--- src/rtl/mem_arb_pkg.sv ---
// Shared types for the memory arbiter: FSM states, port ids and the latency counter.
package mem_arb_pkg;

    typedef enum logic [1:0] {
        IDLE,
        WAIT,
        ACCESS,
        RESP
    } state_t;

    localparam logic PORT_D = 1'b0;
    localparam logic PORT_I = 1'b1;

    localparam int unsigned CNT_W = 4;
    typedef logic [CNT_W-1:0] cnt_t;

endpackage

--- src/rtl/mem_arb_pick.sv ---
// Combinational request picker for the memory arbiter.
// MEM_ARB_RR_EN selects round-robin tie breaking; otherwise the data port wins ties.
module mem_arb_pick
    import mem_arb_pkg::*;
(
    input  logic d_req,
    input  logic i_req,
    input  logic last_grant,
    output logic grant_valid,
    output logic grant_id
);

`ifdef MEM_ARB_RR_EN
    always_comb begin
        grant_valid = d_req | i_req;
        grant_id    = PORT_I;
        if (d_req && i_req) begin
            // on a tie, the port that did not win last time goes first
            grant_id = ~last_grant;
        end else if (d_req) begin
            grant_id = PORT_D;
        end
    end
`else
    logic unused_last_grant;
    assign unused_last_grant = last_grant;

    always_comb begin
        grant_valid = d_req | i_req;
        grant_id    = d_req ? PORT_D : PORT_I;
    end
`endif

endmodule

--- src/rtl/mem_arbiter.sv ---
// Shares a single-ported 16-bit memory between the fetch and data ports with a programmable
// access latency. Tie breaking is round-robin when MEM_ARB_RR_EN is defined, data-first otherwise.
module mem_arbiter
    import mem_arb_pkg::*;
#(
    parameter int unsigned ADDR_WIDTH = 16,
    parameter int unsigned LATENCY    = 2
) (
    input  logic                  clk,
    input  logic                  rst,
    input  logic                  d_req,
    input  logic                  d_wr,
    input  logic [ADDR_WIDTH-1:0] d_addr,
    input  logic [15:0]           d_wdata,
    output logic                  d_ack,
    output logic                  d_err,
    output logic [15:0]           d_rdata,
    input  logic                  i_req,
    input  logic [ADDR_WIDTH-1:0] i_addr,
    output logic                  i_ack,
    output logic                  i_err,
    output logic [15:0]           i_rdata,
    output logic                  mem_enable,
    output logic                  mem_wr,
    output logic [ADDR_WIDTH-1:0] mem_addr,
    output logic [15:0]           mem_data_in,
    input  logic [15:0]           mem_data_out
);

    localparam cnt_t CNT_LOAD = (LATENCY > 1) ? cnt_t'(LATENCY - 2) : '0;

    state_t                state;
    cnt_t                  cnt;
    logic                  last_grant;
    logic                  port_q;
    logic                  wr_q;
    logic [ADDR_WIDTH-1:0] addr_q;
    logic [15:0]           wdata_q;

    logic                  grant_valid;
    logic                  grant_id;
    logic                  g_wr;
    logic [ADDR_WIDTH-1:0] g_addr;
    logic [15:0]           g_wdata;

    mem_arb_pick u_pick (
        .d_req       (d_req),
        .i_req       (i_req),
        .last_grant  (last_grant),
        .grant_valid (grant_valid),
        .grant_id    (grant_id)
    );

    // Request fields of the winning port; fetch is always a read.
    always_comb begin
        g_wr    = (grant_id == PORT_D) && d_wr;
        g_addr  = (grant_id == PORT_D) ? d_addr : i_addr;
        g_wdata = (grant_id == PORT_D) ? d_wdata : '0;
    end

    always_ff @(posedge clk or posedge rst) begin
        if (rst) begin
            state       <= IDLE;
            cnt         <= '0;
            last_grant  <= PORT_I;
            port_q      <= PORT_D;
            wr_q        <= 1'b0;
            addr_q      <= '0;
            wdata_q     <= '0;
            d_ack       <= 1'b0;
            d_err       <= 1'b0;
            d_rdata     <= '0;
            i_ack       <= 1'b0;
            i_err       <= 1'b0;
            i_rdata     <= '0;
            mem_enable  <= 1'b0;
            mem_wr      <= 1'b0;
            mem_addr    <= '0;
            mem_data_in <= '0;
        end else begin
            case (state)
                IDLE: begin
                    if (grant_valid) begin
                        port_q     <= grant_id;
                        wr_q       <= g_wr;
                        addr_q     <= g_addr;
                        wdata_q    <= g_wdata;
                        cnt        <= CNT_LOAD;
                        last_grant <= grant_id;
                        if (g_addr[0]) begin
                            // misaligned: answer with an error, never touch memory
                            state <= RESP;
                            d_ack <= (grant_id == PORT_D);
                            d_err <= (grant_id == PORT_D);
                            i_ack <= (grant_id == PORT_I);
                            i_err <= (grant_id == PORT_I);
                        end else if (LATENCY > 1) begin
                            state <= WAIT;
                        end else begin
                            state       <= ACCESS;
                            mem_enable  <= 1'b1;
                            mem_wr      <= g_wr;
                            mem_addr    <= g_addr;
                            mem_data_in <= g_wdata;
                        end
                    end
                end
                WAIT: begin
                    if (cnt == '0) begin
                        state       <= ACCESS;
                        mem_enable  <= 1'b1;
                        mem_wr      <= wr_q;
                        mem_addr    <= addr_q;
                        mem_data_in <= wdata_q;
                    end else begin
                        cnt <= cnt - cnt_t'(1);
                    end
                end
                ACCESS: begin
                    state       <= RESP;
                    mem_enable  <= 1'b0;
                    mem_wr      <= 1'b0;
                    mem_addr    <= '0;
                    mem_data_in <= '0;
                    d_ack       <= (port_q == PORT_D);
                    i_ack       <= (port_q == PORT_I);
                    d_rdata     <= ((port_q == PORT_D) && !wr_q) ? mem_data_out : '0;
                    i_rdata     <= ((port_q == PORT_I) && !wr_q) ? mem_data_out : '0;
                end
                RESP: begin
                    state   <= IDLE;
                    d_ack   <= 1'b0;
                    d_err   <= 1'b0;
                    d_rdata <= '0;
                    i_ack   <= 1'b0;
                    i_err   <= 1'b0;
                    i_rdata <= '0;
                end
                default: state <= IDLE;
            endcase
        end
    end

endmodule

--- config.mk ---
export PLATFORM = sky130hd
export DESIGN_NAME = mem_arbiter
export DESIGN_NICKNAME = d
export VERILOG_FILES = /design/src/rtl/mem_arb_pkg.sv /design/src/rtl/mem_arb_pick.sv /design/src/rtl/mem_arbiter.sv
export SDC_FILE = /design/constraint.sdc
export NUM_CORES = 1
export LEC_CHECK = 0
export CORE_ASPECT_RATIO = 1.25
export CORE_UTILIZATION = 25
export DETAILED_ROUTE_END_ITERATION = 10
export PLACE_DENSITY = 0.52
export SLEW_MARGIN = 20
export SYNTH_ARGS = -nofsm -noshare
export SYNTH_HDL_FRONTEND = slang
export SYNTH_SLANG_ARGS = --single-unit
--- constraint.sdc ---
create_clock -name clk -period 5.9 [get_ports clk]
set_input_delay 1.77 -clock clk [delete_from_list [all_inputs] [get_ports clk]]
set_output_delay 1.77 -clock clk [all_outputs]
set_load 0.02 [all_outputs]
Yosys cells after proc, flatten, opt, wreduce, memory -nomap -nowiden
Cells that the tools add are included.
- $add $sub $neg: 1
- mux-type cells: 30
- bitwise operators: 2
- reductions and logical operators: 17
- equality and inequality tests: 7
- operators with widths (kind ; count):
    16-bit case mux with 2 select lines ; 4
    16-bit 2-to-1 mux ; 6
    3-bit AND reduction ; 3
    4-bit 2-to-1 mux ; 2
    2-bit != test, second input constant ; 4
    1-bit case mux with 2 select lines ; 4
    2-bit case mux with 4 select lines ; 1
    4-bit case mux with 2 select lines ; 1
    2-bit nonzero test ; 4
    1-bit 2-to-1 mux ; 7
    2-bit 2-to-1 mux ; 3
    1-bit case mux with 3 select lines ; 2
    2-bit AND reduction ; 3
    2-bit equality test, second input constant ; 2
    4-bit logical NOT ; 1
    4-bit by 1-bit subtractor with 4-bit output, second input constant ; 1
    1-bit logical AND ; 3
    3-bit nonzero test ; 1
    2-bit by 1-bit equality test with 1-bit output, second input constant ; 1
    2-bit logical NOT ; 1
    1-bit logical NOT ; 1
    1-bit NOT ; 1
    1-bit bitwise OR ; 1
- bits of input ports: 69
- output and inout port bits: 70
- register bits: 110

Depth between registers and ports, before layout
Gate-level depths: netlist of the first run.
- depth in word-level cells: 4
- gate-level depth with buffers: 7

Hierarchy
From an unflattened synthesis of the first run, not the netlist that was laid out.
- cell total of the unflattened synthesis: 438
- area, all modules: 4742.0 um2
- by module, submodules not included (module ; seq. area each (um2) ; times used ; cells an instance ; area an instance (um2)):
    mem_arbiter ; 2778.9 ; 1 ; 436 ; 4732.0
    mem_arb_pick ; 0.0 ; 1 ; 2 ; 10.0

Least setup slack after synthesis of the first run
Ideal clock, no wire load.
- kind: input -> register
- from: input port d_req
- to: register i_ack
- stages on the path: 4
- setup time: 125 ps
- arrival: 2736 ps
- path slack: 3039 ps
- required time: 5775 ps
- cell sequence: buf_2 -> nand3b_1 -> a31oi_1 -> mux2_2
- cells in the longest elaborated chain, start to end: 4
- RTL lines (item ; RTL line ; source):
    start, declared ; mem_arbiter.sv:11 ; input logic d_req,
    1-bit 2-to-1 mux ; mem_arb_pick.sv:30 ; grant_id = d_req ? PORT_D : PORT_I;
    1-bit 2-to-1 mux ; mem_arbiter.sv:90 ; if (g_addr[0]) begin
    1-bit 2-to-1 mux ; mem_arbiter.sv:83 ; if (grant_valid) begin
    1-bit case mux with 3 select lines ; mem_arbiter.sv:81 ; case (state)
    end signal, assigned ; mem_arbiter.sv:95 ; i_ack <= (grant_id == PORT_I);
    end signal, assigned ; mem_arbiter.sv:126 ; i_ack <= (port_q == PORT_I);
    end, declared ; mem_arbiter.sv:20 ; output logic i_ack,
Several ways; a longest one is shown, not always the timed one. The select of a mux whose other input is x is not followed.
A chain may end at the register's enable or synchronous reset.

Worst setup path after layout of the first run
- from: input port d_req
- to: register wdata_q[12]
- cells in the longest elaborated chain, start to end: 2
- RTL lines (item ; RTL line ; source):
    1-bit bitwise OR ; mem_arb_pick.sv:29 ; grant_valid = d_req | i_req;
    2-bit AND reduction (no line) ; n/a ;
    end signal, assigned ; mem_arbiter.sv:87 ; wdata_q <= g_wdata;
    end, declared ; mem_arbiter.sv:38 ; logic [15:0] wdata_q;
Several ways; a longest one is shown, not always the timed one.

==> results of run 1 <==
## registers in the layout, indices dropped and copies added, names as in the netlist, 2 cells and up
name and flops:
addr_q 16, d_rdata 16, i_rdata 16, mem_addr 16, mem_data_in 16, wdata_q 16
cnt 4, state 2
## routing by layer
metal  track usage  up-vias  wire (um)
li1              -     1685          -
met1         0.157     1698       5170
met2         0.200      115       5310
met3        0.0354       14        811
met4        0.0516        0        191
met5             0        -          0
## final timing paths
check | from | cells past startpoint | endpoint
worst max-delay path | d_req | 4 | wdata_q[12]
worst min-delay path | addr_q[4] | 2 | addr_q[4]
worst max register to register | state[1] | 5 | mem_data_in[11]
worst min register to register | addr_q[4] | 2 | addr_q[4]
max in group asynchronous | rst | 3 | i_rdata[0]
min in group asynchronous | rst | 2 | i_rdata[10]
## synth_stat cells, types with 2 or more instances
| library cell | number |
|---|---|
| sky130_fd_sc_hd__dfrtp_1 | 110 |
| sky130_fd_sc_hd__a22o_1 | 51 |
| sky130_fd_sc_hd__a21oi_1 | 34 |
| sky130_fd_sc_hd__nand2b_1 | 34 |
| sky130_fd_sc_hd__nand3_1 | 33 |
| sky130_fd_sc_hd__o21ai_0 | 21 |
| sky130_fd_sc_hd__nand2_1 | 18 |
| sky130_fd_sc_hd__mux2i_1 | 16 |
| sky130_fd_sc_hd__clkbuf_1 | 15 |
| sky130_fd_sc_hd__buf_2 | 10 |
| sky130_fd_sc_hd__inv_1 | 10 |
| sky130_fd_sc_hd__ha_1 | 5 |
| sky130_fd_sc_hd__a31oi_1 | 4 |
| sky130_fd_sc_hd__buf_6 | 4 |
| sky130_fd_sc_hd__nor2_1 | 4 |
| sky130_fd_sc_hd__nand3b_1 | 3 |
| sky130_fd_sc_hd__nor2b_1 | 3 |
| sky130_fd_sc_hd__a21o_1 | 2 |
| sky130_fd_sc_hd__buf_1 | 2 |
| sky130_fd_sc_hd__o21ai_1 | 2 |
| sky130_fd_sc_hd__o31ai_1 | 2 |
| sky130_fd_sc_hd__or3_1 | 2 |
## metrics by stage
stage,util,hold slack [ns],total power [mW],instance area (um^2),setup WS [ns]
2_1_floorplan,-,0.451,2.31,4630,1.23
3_3_place_gp,0.343,0.462,2.94,6200,2.12
6_report,0.361,0.482,3.56,6540,2.64
5_1_grt,0.361,0.503,3.82,6540,2.54
4_1_cts,0.359,0.488,3.59,6500,2.42
3_5_place_dp,0.343,0.472,2.98,6200,2.03
## where the power goes
part / switching (mW) / internal (mW)
clock network: 0.293 / 0.306
logic: 0.905 / 0.771
registers: 0.200 / 1.09
total: 1.40 / 2.16
## kinds of logic after synthesis
family	Yosys count
muxes	18
DFF	110
adders and majority gates	5
and+or+nand+nor	105
AOI/OAI and AO/OA	121
buffers and inverters	42
## worst max-delay path, stage by stage
cell and delay (ns):
sky130_fd_sc_hd__clkdlybuf4s50_1 0.46, sky130_fd_sc_hd__buf_4 0.34, sky130_fd_sc_hd__and2_1 0.71, sky130_fd_sc_hd__a22o_1 0.26
## layout make-up
| type | instances | share of cell area |
|---|---|---|
| diodes | 1 | 0.000383 |
| clock buffers | 10 | 0.0365 |
| clock inverters | 6 | 0.00842 |
| inverters | 10 | 0.00651 |
| multi-input cells | 249 | 0.261 |
| flip-flops and latches | 110 | 0.421 |
| well taps | 228 | 0.0436 |
| repair buffers | 145 | 0.222 |
==> impl_metrics.prom, run 1 <==
# TYPE chip_impl_metric gauge
chip_impl_info{name="run_status",value="finished clean"} 1
chip_impl_metric{name="antenna_found_initial",unit=""} 1
chip_impl_metric{name="crit_path_max_fanout",unit=""} 25
chip_impl_metric{name="period_needed",unit="ns"} 3.26
chip_impl_metric{name="irDropWorstVdd",unit="mV"} 0.217
chip_impl_metric{name="area.growth.synth_to_final",unit="%"} 41.1
chip_impl_metric{name="timing.final.max_slew_violations",unit=""} 0
chip_impl_metric{name="numClockSinks",unit=""} 110
chip_impl_metric{name="synth_area",unit="mm^2"} 0.00463
chip_impl_metric{name="worst_slew_margin_rel",unit=""} 0.360
chip_impl_metric{name="max_cap_viol_count",unit=""} 0
chip_impl_metric{name="dr_total_vias",unit=""} 3512
chip_impl_metric{name="finalSetupTns",unit="ns"} 0
chip_impl_info{name="grt_setup_unrepaired",value="no"} 1
chip_impl_metric{name="detailed_router_s_first_iteration_violation_count",unit=""} 137
chip_impl_info{name="synth_area_leaders",value="sky130_fd_sc_hd__dfrtp_1 59%, sky130_fd_sc_hd__a22o_1 9.6%, sky130_fd_sc_hd__nand2b_1 4.6%, sky130_fd_sc_hd__a21oi_1 3.7%, sky130_fd_sc_hd__nand3_1 3.6%"} 1
chip_impl_metric{name="numCtsBuffers",unit=""} 9
chip_impl_metric{name="instances_no_fill",unit=""} 759
chip_impl_metric{name="power_density",unit="mW/mm^2"} 545
chip_impl_info{name="cts_root_buffer",value="sky130_fd_sc_hd__clkbuf_16"} 1
chip_impl_metric{name="slew_at_the_pin_closest_to_its_max_slew_limit",unit="ns"} 0.958
chip_impl_metric{name="grt_overflow_total",unit=""} 0
chip_impl_metric{name="dieWidth",unit="um"} 124
chip_impl_metric{name="cts.repair.resized",unit=""} 0
chip_impl_info{name="endpoint_kind",value="register"} 1
chip_impl_metric{name="seq_area",unit="mm^2"} 0.00275
chip_impl_metric{name="synth_largest_type_area_fraction",unit=""} 0.594
chip_impl_info{name="leading_cell_type_in_the_layout_fill_and_taps_excluded",value="sky130_fd_sc_hd__clkdlybuf4s50_1"} 1
chip_impl_metric{name="globalplace.congestion",unit=""} 0.714
chip_impl_info{name="crit_type",value="in -> reg"} 1
chip_impl_metric{name="setup_viol",unit=""} 0
chip_impl_metric{name="synth-edff-count",unit=""} 0
chip_impl_metric{name="yosys.area_share.xor_xnor",unit=""} 0
chip_impl_metric{name="synth_area_per_cell",unit="um^2"} 11.6
chip_impl_metric{name="fillerInstances",unit=""} 1808
chip_impl_metric{name="coreArea",unit="mm^2"} 0.0181
chip_impl_metric{name="layout_worst_path_cycle_share",unit=""} 0.552
chip_impl_metric{name="finalHoldViolations",unit=""} 0
chip_impl_metric{name="post_detailed_route_wirelength_per_cell",unit="um"} 15.1
chip_impl_info{name="synth_flop_cell",value="sky130_fd_sc_hd__dfrtp_1"} 1
chip_impl_metric{name="post_cts_hold_buffer_count",unit=""} 0
chip_impl_metric{name="clkSlewWorstSetupHoldPaths",unit="ns"} 0.07
chip_impl_info{name="setup.worst_path.start_class",value="input pin"} 1
chip_impl_metric{name="maximum_clock_frequency",unit="MHz"} 307
chip_impl_info{name="post-synth-top-area-cell",value="sky130_fd_sc_hd__dfrtp_1"} 1
chip_impl_info{name="main_combinational_cell_family_by_area_after_synthesis",value="compound AO/OA/AOI/OAI gates"} 1
chip_impl_metric{name="fin_worst_skew",unit="ns"} 0.00995
chip_impl_metric{name="drt-vias-per-instance",unit=""} 4.63
chip_impl_metric{name="grt_max_degree",unit=""} 82
chip_impl_metric{name="start_util",unit=""} 0.256
chip_impl_metric{name="synth_mux_area_frac",unit=""} 0.0394
chip_impl_metric{name="regToRegSetupSlack",unit="ns"} 3.72
chip_impl_metric{name="share_of_layout_cells_above_drive_strength_1",unit=""} 0.0604
chip_impl_metric{name="worst_skew_pair.late_latency",unit="ns"} 0.36
chip_impl_metric{name="drt-pass1-iter-count",unit=""} 4
chip_impl_metric{name="grt_pass1_vias",unit=""} 3595
chip_impl_metric{name="worst_case_clock_buffer_depth",unit=""} 2
chip_impl_metric{name="timing.critical_path.required",unit="ns"} 6.19
chip_impl_info{name="cts_tree",value="yes"} 1
chip_impl_metric{name="final_wirelength",unit="mm"} 11.5
chip_impl_metric{name="cts-htree-levels",unit=""} 3
chip_impl_metric{name="fin_nets",unit=""} 599
chip_impl_metric{name="rows",unit=""} 55
chip_impl_metric{name="post_synth_adder_cell_area",unit=""} 0.0135
chip_impl_metric{name="total_of_buffers_placed_on_input_and_output_ports",unit=""} 138
chip_impl_metric{name="detailedPlacementHpwl",unit="mm"} 7.92
chip_impl_metric{name="multi_input_area",unit="mm^2"} 0.00171
chip_impl_metric{name="gr-usage-all-layers",unit=""} 0.125
chip_impl_metric{name="cp_data_arrival_time",unit="ns"} 3.55
chip_impl_metric{name="syn_nets",unit=""} 475
chip_impl_metric{name="synthDistinctLibCells",unit=""} 38
chip_impl_metric{name="synth-compound-area-share",unit=""} 0.181
chip_impl_metric{name="postSynth.asyncResetShare",unit=""} 1.00
chip_impl_metric{name="total_leakage_power",unit="nW"} 2.82
chip_impl_metric{name="wire_length_of_the_first_global_routing_pass",unit="mm"} 18.3
chip_impl_metric{name="ys_seq_elements",unit=""} 110
chip_impl_metric{name="post-cts-setup-buffer-count",unit=""} 0
chip_impl_metric{name="yosysSeqAreaShare",unit=""} 0.594
chip_impl_metric{name="chipHeight",unit="um"} 154
chip_impl_metric{name="post_synthesis_share_of_cell_area_spent_on_and_or_nand_and_nor_gates",unit=""} 0.128
chip_impl_metric{name="detail-route-antenna-nets",unit=""} 0
chip_impl_info{name="worstHoldPathType",value="reg -> reg"} 1
chip_impl_info{name="commonest_cells_after_routing_fill_and_taps_aside",value="138 x sky130_fd_sc_hd__clkdlybuf4s50_1, 110 x sky130_fd_sc_hd__dfrtp_1, 51 x sky130_fd_sc_hd__a22o_1"} 1
chip_impl_metric{name="ys.warnings.count",unit=""} 0
chip_impl_metric{name="number_of_remaining_drc_errors",unit=""} 0
chip_impl_metric{name="floorplan.die_area",unit="mm^2"} 0.0191
chip_impl_metric{name="floorplan.io_pins",unit=""} 139
chip_impl_metric{name="cells_after_dpl",unit=""} 741
chip_impl_metric{name="syn_inst",unit=""} 401
No activity file was read; power rests on OpenSTA's default activity.
==> run 2: changes to the inputs <==
==> constraint.sdc (replaced) <==
create_clock -name clk -period 3.2 [get_ports clk]
set_input_delay 0.96 -clock clk [delete_from_list [all_inputs] [get_ports clk]]
set_output_delay 0.96 -clock clk [all_outputs]
set_load 0.02 [all_outputs]
==> run 2 against run 1 <==
Compared with the run above: power up 87%; final area grew 0.31%; global-route usage is 0.75 points higher; largest cell class unchanged.
==> impl_metrics.prom, run 2 (synthesis results as in run 1) <==
# TYPE chip_impl_metric gauge
chip_impl_info{name="crit_type",value="in -> reg"} 1
chip_impl_metric{name="critPathMaxStageDelay",unit="ns"} 0.60
chip_impl_metric{name="fin_nets",unit=""} 603
chip_impl_info{name="path_cells",value="clkdlybuf4s50_1 -> nand3b_1 -> a31oi_1 -> mux2_2"} 1
chip_impl_info{name="run_status",value="finished clean"} 1
chip_impl_metric{name="worst_slew_margin_rel",unit=""} 0.597
chip_impl_metric{name="layout_worst_path_cycle_share",unit=""} 0.751
chip_impl_metric{name="dr_total_vias",unit=""} 3552
chip_impl_info{name="endpoint_kind",value="register"} 1
chip_impl_metric{name="total_leakage_power",unit="nW"} 2.83
chip_impl_metric{name="detailedPlacementHpwl",unit="mm"} 8.08
chip_impl_metric{name="globalplace.congestion",unit=""} 0.746
chip_impl_metric{name="floorplan.die_area",unit="mm^2"} 0.0191
chip_impl_info{name="worstHoldPathType",value="reg -> reg"} 1
chip_impl_metric{name="cells_after_dpl",unit=""} 746
chip_impl_metric{name="total_power",unit="mW"} 6.65
chip_impl_metric{name="antenna_found_initial",unit=""} 0
chip_impl_info{name="cts_tree",value="yes"} 1
chip_impl_metric{name="fin_worst_skew",unit="ns"} 0.0102
chip_impl_metric{name="power_density",unit="mW/mm^2"} 1010
chip_impl_metric{name="crit_path_max_fanout",unit=""} 10
chip_impl_metric{name="fillerInstances",unit=""} 1827
chip_impl_metric{name="detail-route-antenna-nets",unit=""} 0
chip_impl_metric{name="start_util",unit=""} 0.256
chip_impl_metric{name="finalSetupTns",unit="ns"} 0
chip_impl_metric{name="placement.cell_area",unit="mm^2"} 0.00627
chip_impl_metric{name="irDropWorstVdd",unit="mV"} 0.489
chip_impl_metric{name="detailed_router_s_first_iteration_violation_count",unit=""} 147
chip_impl_info{name="critical_path.slowest_cell",value="sky130_fd_sc_hd__clkdlybuf4s50_1"} 1
chip_impl_metric{name="max_cap_viol_count",unit=""} 0
chip_impl_metric{name="rows",unit=""} 55
chip_impl_metric{name="grt_overflow_total",unit=""} 0
chip_impl_info{name="cts_root_buffer",value="sky130_fd_sc_hd__clkbuf_16"} 1
chip_impl_metric{name="wire_length_of_the_first_global_routing_pass",unit="mm"} 19.4
chip_impl_metric{name="number_of_remaining_drc_errors",unit=""} 0
chip_impl_info{name="commonest_cells_after_routing_fill_and_taps_aside",value="138 x sky130_fd_sc_hd__clkdlybuf4s50_1, 110 x sky130_fd_sc_hd__dfrtp_1, 51 x sky130_fd_sc_hd__a22o_1"} 1
chip_impl_metric{name="cp_data_arrival_time",unit="ns"} 2.65
chip_impl_info{name="grt_setup_unrepaired",value="no"} 1
chip_impl_metric{name="timing.critical_path.required",unit="ns"} 3.44
chip_impl_metric{name="area.growth.synth_to_final",unit="%"} 41.6
chip_impl_info{name="setup.worst_path.start_class",value="input pin"} 1
chip_impl_info{name="leading_cell_type_in_the_layout_fill_and_taps_excluded",value="sky130_fd_sc_hd__clkdlybuf4s50_1"} 1
chip_impl_metric{name="instances_no_fill",unit=""} 762
chip_impl_metric{name="final_core_occ",unit=""} 0.362
chip_impl_metric{name="total_of_buffers_placed_on_input_and_output_ports",unit=""} 138
chip_impl_metric{name="share_of_layout_cells_above_drive_strength_1",unit=""} 0.0637
chip_impl_metric{name="numCtsBuffers",unit=""} 9
chip_impl_metric{name="drt-pass1-iter-count",unit=""} 4
chip_impl_metric{name="grt_pass1_vias",unit=""} 3648
chip_impl_metric{name="hold-worst-slack",unit="ns"} 0.485
chip_impl_metric{name="final.setup.worst_slack",unit="ns"} 0.796
chip_impl_metric{name="final_area",unit="mm^2"} 0.00656
chip_impl_metric{name="post_detailed_route_wirelength_per_cell",unit="um"} 16.2
chip_impl_metric{name="worst_case_clock_buffer_depth",unit=""} 2
chip_impl_metric{name="post_cts_hold_buffer_count",unit=""} 0
chip_impl_metric{name="cts.repair.resized",unit=""} 0
chip_impl_metric{name="floorplan.io_pins",unit=""} 139
chip_impl_metric{name="setup_viol",unit=""} 0
chip_impl_metric{name="timing.final.max_slew_violations",unit=""} 0
chip_impl_metric{name="coreArea",unit="mm^2"} 0.0181
chip_impl_metric{name="clkSlewWorstSetupHoldPaths",unit="ns"} 0.08
chip_impl_metric{name="post-cts-setup-buffer-count",unit=""} 0
chip_impl_metric{name="finalHoldViolations",unit=""} 0
chip_impl_metric{name="worst_skew_pair.late_latency",unit="ns"} 0.35
chip_impl_metric{name="gr-usage-all-layers",unit=""} 0.133
chip_impl_metric{name="chipHeight",unit="um"} 154
chip_impl_metric{name="drt-vias-per-instance",unit=""} 4.66
chip_impl_metric{name="insertedDiodeCount",unit=""} 0
chip_impl_metric{name="dieWidth",unit="um"} 124
chip_impl_metric{name="maximum_clock_frequency",unit="MHz"} 416
chip_impl_metric{name="cts-htree-levels",unit=""} 3
chip_impl_metric{name="grt_max_degree",unit=""} 111
chip_impl_metric{name="numClockSinks",unit=""} 110
chip_impl_metric{name="slew_at_the_pin_closest_to_its_max_slew_limit",unit="ns"} 0.604
chip_impl_metric{name="final_wirelength",unit="mm"} 12.3
chip_impl_metric{name="period_needed",unit="ns"} 2.40
chip_impl_metric{name="worst_setup_slack_post_dpl",unit="ns"} 0.477
==> run 2: area by class of cell <==
class | count | area, um^2 | area share
Clock buffer | 11 | 233 | 0.0355
Clock inverter | 5 | 60.1 | 0.00916
Inverter | 10 | 41.3 | 0.00630
Multi-Input combinational cell | 249 | 1700 | 0.259
Sequential cell | 110 | 2750 | 0.420
Tap cell | 228 | 285 | 0.0435
Timing Repair Buffer | 149 | 1490 | 0.227
==> run 2: final timing paths <==
check / endpoint / cells past startpoint / start / slack (ns)
setup / recovery: i_ack / 4 / d_req / 0.80
hold / removal: addr_q[13] / 2 / addr_q[13] / 0.48
setup reg to reg: state[1] / 5 / state[0] / 1.13
hold reg to reg: addr_q[13] / 2 / addr_q[13] / 0.48
max in group asynchronous: mem_data_in[0] / 3 / rst / 1.62
min in group asynchronous: mem_data_in[11] / 3 / rst / 1.14
==> run 2: report_power, final <==
part / switching, mW / internal (mW)
clock network: 0.516 / 0.610
registers: 0.363 / 2.01
logic: 1.72 / 1.44
total: 2.60 / 4.05
==> run 2: per-layer routing <==
metal | vias to the layer above | part of all wire | track usage
li1 | 1681 | - | -
met2 | 105 | 0.47 | 0.211
met5 | - | 0 | 0
met1 | 1756 | 0.45 | 0.171
met4 | 0 | 0.014 | 0.0522
met3 | 10 | 0.061 | 0.0332
==> run 2: worst max-delay path, delay by kind of cell <==
kind | cells | cell delay [ns]
buf+inv | 1 | 0.60
mux | 1 | 0.38
compound gates | 1 | 0.36
simple gates | 1 | 0.35
==> run 3: changes to the inputs <==
==> constraint.sdc (replaced) <==
create_clock -name clk -period 2.45 [get_ports clk]
set_input_delay 0.735 -clock clk [delete_from_list [all_inputs] [get_ports clk]]
set_output_delay 0.735 -clock clk [all_outputs]
set_load 0.02 [all_outputs]
==> run 3 against run 2 <==
Compared with the run above: clock power grew 33%; hold slack lost 0.0022 ns; register-to-register slack lost 0.86 ns; power grew 31%; non-clock buffer count grew 7; wire length shrank 0.49%; core utilization grew 0.33 points.
==> impl_metrics.prom, run 3 (synthesis results as in run 1) <==
# TYPE chip_impl_metric gauge
chip_impl_info{name="run_status",value="finished clean"} 1
chip_impl_metric{name="total_of_buffers_placed_on_input_and_output_ports",unit=""} 138
chip_impl_metric{name="fin_worst_skew",unit="ns"} 0.00740
chip_impl_info{name="setup.worst_path.start_class",value="register"} 1
chip_impl_metric{name="wl_met2",unit="mm"} 5.69
chip_impl_metric{name="cells_after_dpl",unit=""} 753
chip_impl_info{name="cts_tree",value="yes"} 1
chip_impl_metric{name="detail_route.wirelength.met1",unit="mm"} 5.45
chip_impl_metric{name="irDropWorstVdd",unit="mV"} 0.480
chip_impl_metric{name="finalSetupTns",unit="ns"} 0
chip_impl_metric{name="fin_nets",unit=""} 610
chip_impl_metric{name="detailed_router_s_first_iteration_violation_count",unit=""} 211
chip_impl_metric{name="floorplan.io_pins",unit=""} 139
chip_impl_metric{name="power_density",unit="mW/mm^2"} 1320
chip_impl_metric{name="rows",unit=""} 55
chip_impl_metric{name="fillerInstances",unit=""} 1787
chip_impl_metric{name="layout_worst_path_cycle_share",unit=""} 0.888
chip_impl_metric{name="setup_viol",unit=""} 0
chip_impl_info{name="path_cells",value="inv_1 -> ha_1 -> and4bb_1 -> a21oi_4 -> a22o_1"} 1
chip_impl_metric{name="clkSlewWorstSetupHoldPaths",unit="ns"} 0.07
chip_impl_metric{name="numCtsBuffers",unit=""} 9
chip_impl_metric{name="cts.repair.resized",unit=""} 0
chip_impl_metric{name="dieWidth",unit="um"} 124
chip_impl_metric{name="cts-htree-levels",unit=""} 3
chip_impl_metric{name="post-cts-setup-buffer-count",unit=""} 0
chip_impl_metric{name="grt_overflow_total",unit=""} 0
chip_impl_info{name="cts_root_buffer",value="sky130_fd_sc_hd__clkbuf_16"} 1
chip_impl_metric{name="area.growth.synth_to_final",unit="%"} 42.9
chip_impl_metric{name="timing.final.max_slew_violations",unit=""} 0
chip_impl_metric{name="wl_met3",unit="um"} 919
chip_impl_metric{name="chipHeight",unit="um"} 154
chip_impl_metric{name="detailedPlacementHpwl",unit="mm"} 8.40
chip_impl_metric{name="drt-vias-per-instance",unit=""} 4.66
chip_impl_info{name="crit_type",value="reg -> reg"} 1
chip_impl_info{name="commonest_cells_after_routing_fill_and_taps_aside",value="138 x sky130_fd_sc_hd__clkdlybuf4s50_1, 110 x sky130_fd_sc_hd__dfrtp_1, 51 x sky130_fd_sc_hd__a22o_1"} 1
chip_impl_metric{name="slew_at_the_pin_closest_to_its_max_slew_limit",unit="ns"} 1.02
chip_impl_metric{name="cp_data_arrival_time",unit="ns"} 2.47
chip_impl_metric{name="crit_buf_inv",unit=""} 1
chip_impl_metric{name="instances_no_fill",unit=""} 769
chip_impl_metric{name="grt_max_degree",unit=""} 72
chip_impl_metric{name="globalplace.congestion",unit=""} 0.760
chip_impl_metric{name="path_depth",unit=""} 5
chip_impl_metric{name="total_power",unit="mW"} 8.73
chip_impl_info{name="worstHoldPathType",value="reg -> reg"} 1
chip_impl_metric{name="worst_skew_pair.late_latency",unit="ns"} 0.35
chip_impl_metric{name="worst_case_clock_buffer_depth",unit=""} 2
chip_impl_metric{name="critPathMaxStageDelay",unit="ns"} 0.79
chip_impl_metric{name="holdPathStages",unit=""} 2
chip_impl_metric{name="post_cts_hold_buffer_count",unit=""} 0
chip_impl_metric{name="detail-route-antenna-nets",unit=""} 0
chip_impl_metric{name="coreArea",unit="mm^2"} 0.0181
chip_impl_metric{name="start_util",unit=""} 0.256
chip_impl_info{name="top_sig_layer",value="met4"} 1
chip_impl_metric{name="wire_length_of_the_first_global_routing_pass",unit="mm"} 19.5
chip_impl_metric{name="total_leakage_power",unit="nW"} 2.87
chip_impl_info{name="endpoint_kind",value="register"} 1
chip_impl_info{name="leading_cell_type_in_the_layout_fill_and_taps_excluded",value="sky130_fd_sc_hd__clkdlybuf4s50_1"} 1
chip_impl_info{name="timing.critical_path.max_delay_family",value="compound AO/OA/AOI/OAI gates"} 1
chip_impl_info{name="critical_path.slowest_cell",value="sky130_fd_sc_hd__a21oi_4"} 1
chip_impl_metric{name="dr_total_vias",unit=""} 3582
chip_impl_metric{name="final_wirelength",unit="mm"} 12.3
chip_impl_metric{name="max_cap_viol_count",unit=""} 0
chip_impl_info{name="grt_setup_unrepaired",value="no"} 1
chip_impl_metric{name="grt_pass1_vias",unit=""} 3694
chip_impl_metric{name="worstRegToRegCells",unit=""} 5
chip_impl_metric{name="insertedDiodeCount",unit=""} 0
chip_impl_metric{name="floorplan.die_area",unit="mm^2"} 0.0191
chip_impl_metric{name="numClockSinks",unit=""} 110
chip_impl_metric{name="antenna_found_initial",unit=""} 0
chip_impl_metric{name="share_of_layout_cells_above_drive_strength_1",unit=""} 0.0776
chip_impl_metric{name="post_detailed_route_wirelength_per_cell",unit="um"} 15.9
chip_impl_metric{name="maximum_clock_frequency",unit="MHz"} 460
chip_impl_metric{name="crit_path_max_fanout",unit=""} 34
chip_impl_metric{name="period_needed",unit="ns"} 2.18
chip_impl_metric{name="number_of_remaining_drc_errors",unit=""} 0
chip_impl_metric{name="timing.critical_path.required",unit="ns"} 2.74
chip_impl_metric{name="worst_slew_margin_rel",unit=""} 0.317
chip_impl_metric{name="finalHoldViolations",unit=""} 0
chip_impl_metric{name="drt-pass1-iter-count",unit=""} 4
chip_impl_metric{name="gr-usage-all-layers",unit=""} 0.133
chip_impl_metric{name="final_core_occ",unit=""} 0.366
run 3: cell count changes in the layout (fill, tap and decap cells not counted):
cell	previous run	this run
sky130_fd_sc_hd__clkinv_4	2	1
sky130_fd_sc_hd__clkbuf_1	2	1
sky130_fd_sc_hd__buf_4	9	16
sky130_fd_sc_hd__clkinv_2	1	2
sky130_fd_sc_hd__clkbuf_8	0	1
sky130_fd_sc_hd__clkinvlp_4	2	1
sky130_fd_sc_hd__inv_6	0	1
run 3: final cells by class:
class	count	area (um^2)	area share
Clock inverter	5	57.6	0.00870
Sequential cell	110	2750	0.416
Tap cell	228	285	0.0431
Inverter	10	41.3	0.00624
Clock buffer	11	243	0.0367
Multi-Input combinational cell	249	1700	0.257
Timing Repair Buffer	156	1540	0.233
run 3: routing by layer:
metal  vias to the layer above  GRT usage
li1                       1694          -
met1                      1747      0.171
met2                       128      0.211
met3                        13     0.0336
met4                         0     0.0534
met5                         -          0
run 3: path summary, 6_finish.rpt:
path	start	end	slack, ns
max in group asynchronous	rst	d_rdata[8]	1.19
setup reg to reg	state[1]	mem_addr[0]	0.27
hold / removal	addr_q[13]	addr_q[13]	0.48
min in group asynchronous	rst	wdata_q[14]	0.82
setup / recovery	state[1]	mem_addr[0]	0.27
hold reg to reg	addr_q[13]	addr_q[13]	0.48
run 3: power by group:
part / switching, mW / internal [mW]
Clock: 0.680 / 0.824
Combinational: 2.23 / 1.89
Sequential: 0.486 / 2.62
Total: 3.40 / 5.33
run 3: worst reg2reg max path, stage by stage (launching register included):
cell	delay, ns
sky130_fd_sc_hd__dfrtp_1	0.40
sky130_fd_sc_hd__inv_1	0.08
sky130_fd_sc_hd__ha_1	0.27
sky130_fd_sc_hd__and4bb_1	0.28
sky130_fd_sc_hd__a21oi_4	0.79
sky130_fd_sc_hd__a22o_1	0.29
run 3: stage by stage:
step                cell area (um^2)  hold slack, ns  worst slack [ns]
finish                          6620           0.483             0.275
floorplan                       4640           0.451             0.386
global route                    6620           0.507            0.0984
global placement                6320           0.462             0.152
CTS                             6620           0.488             0.253
detailed placement              6320           0.472            0.0934
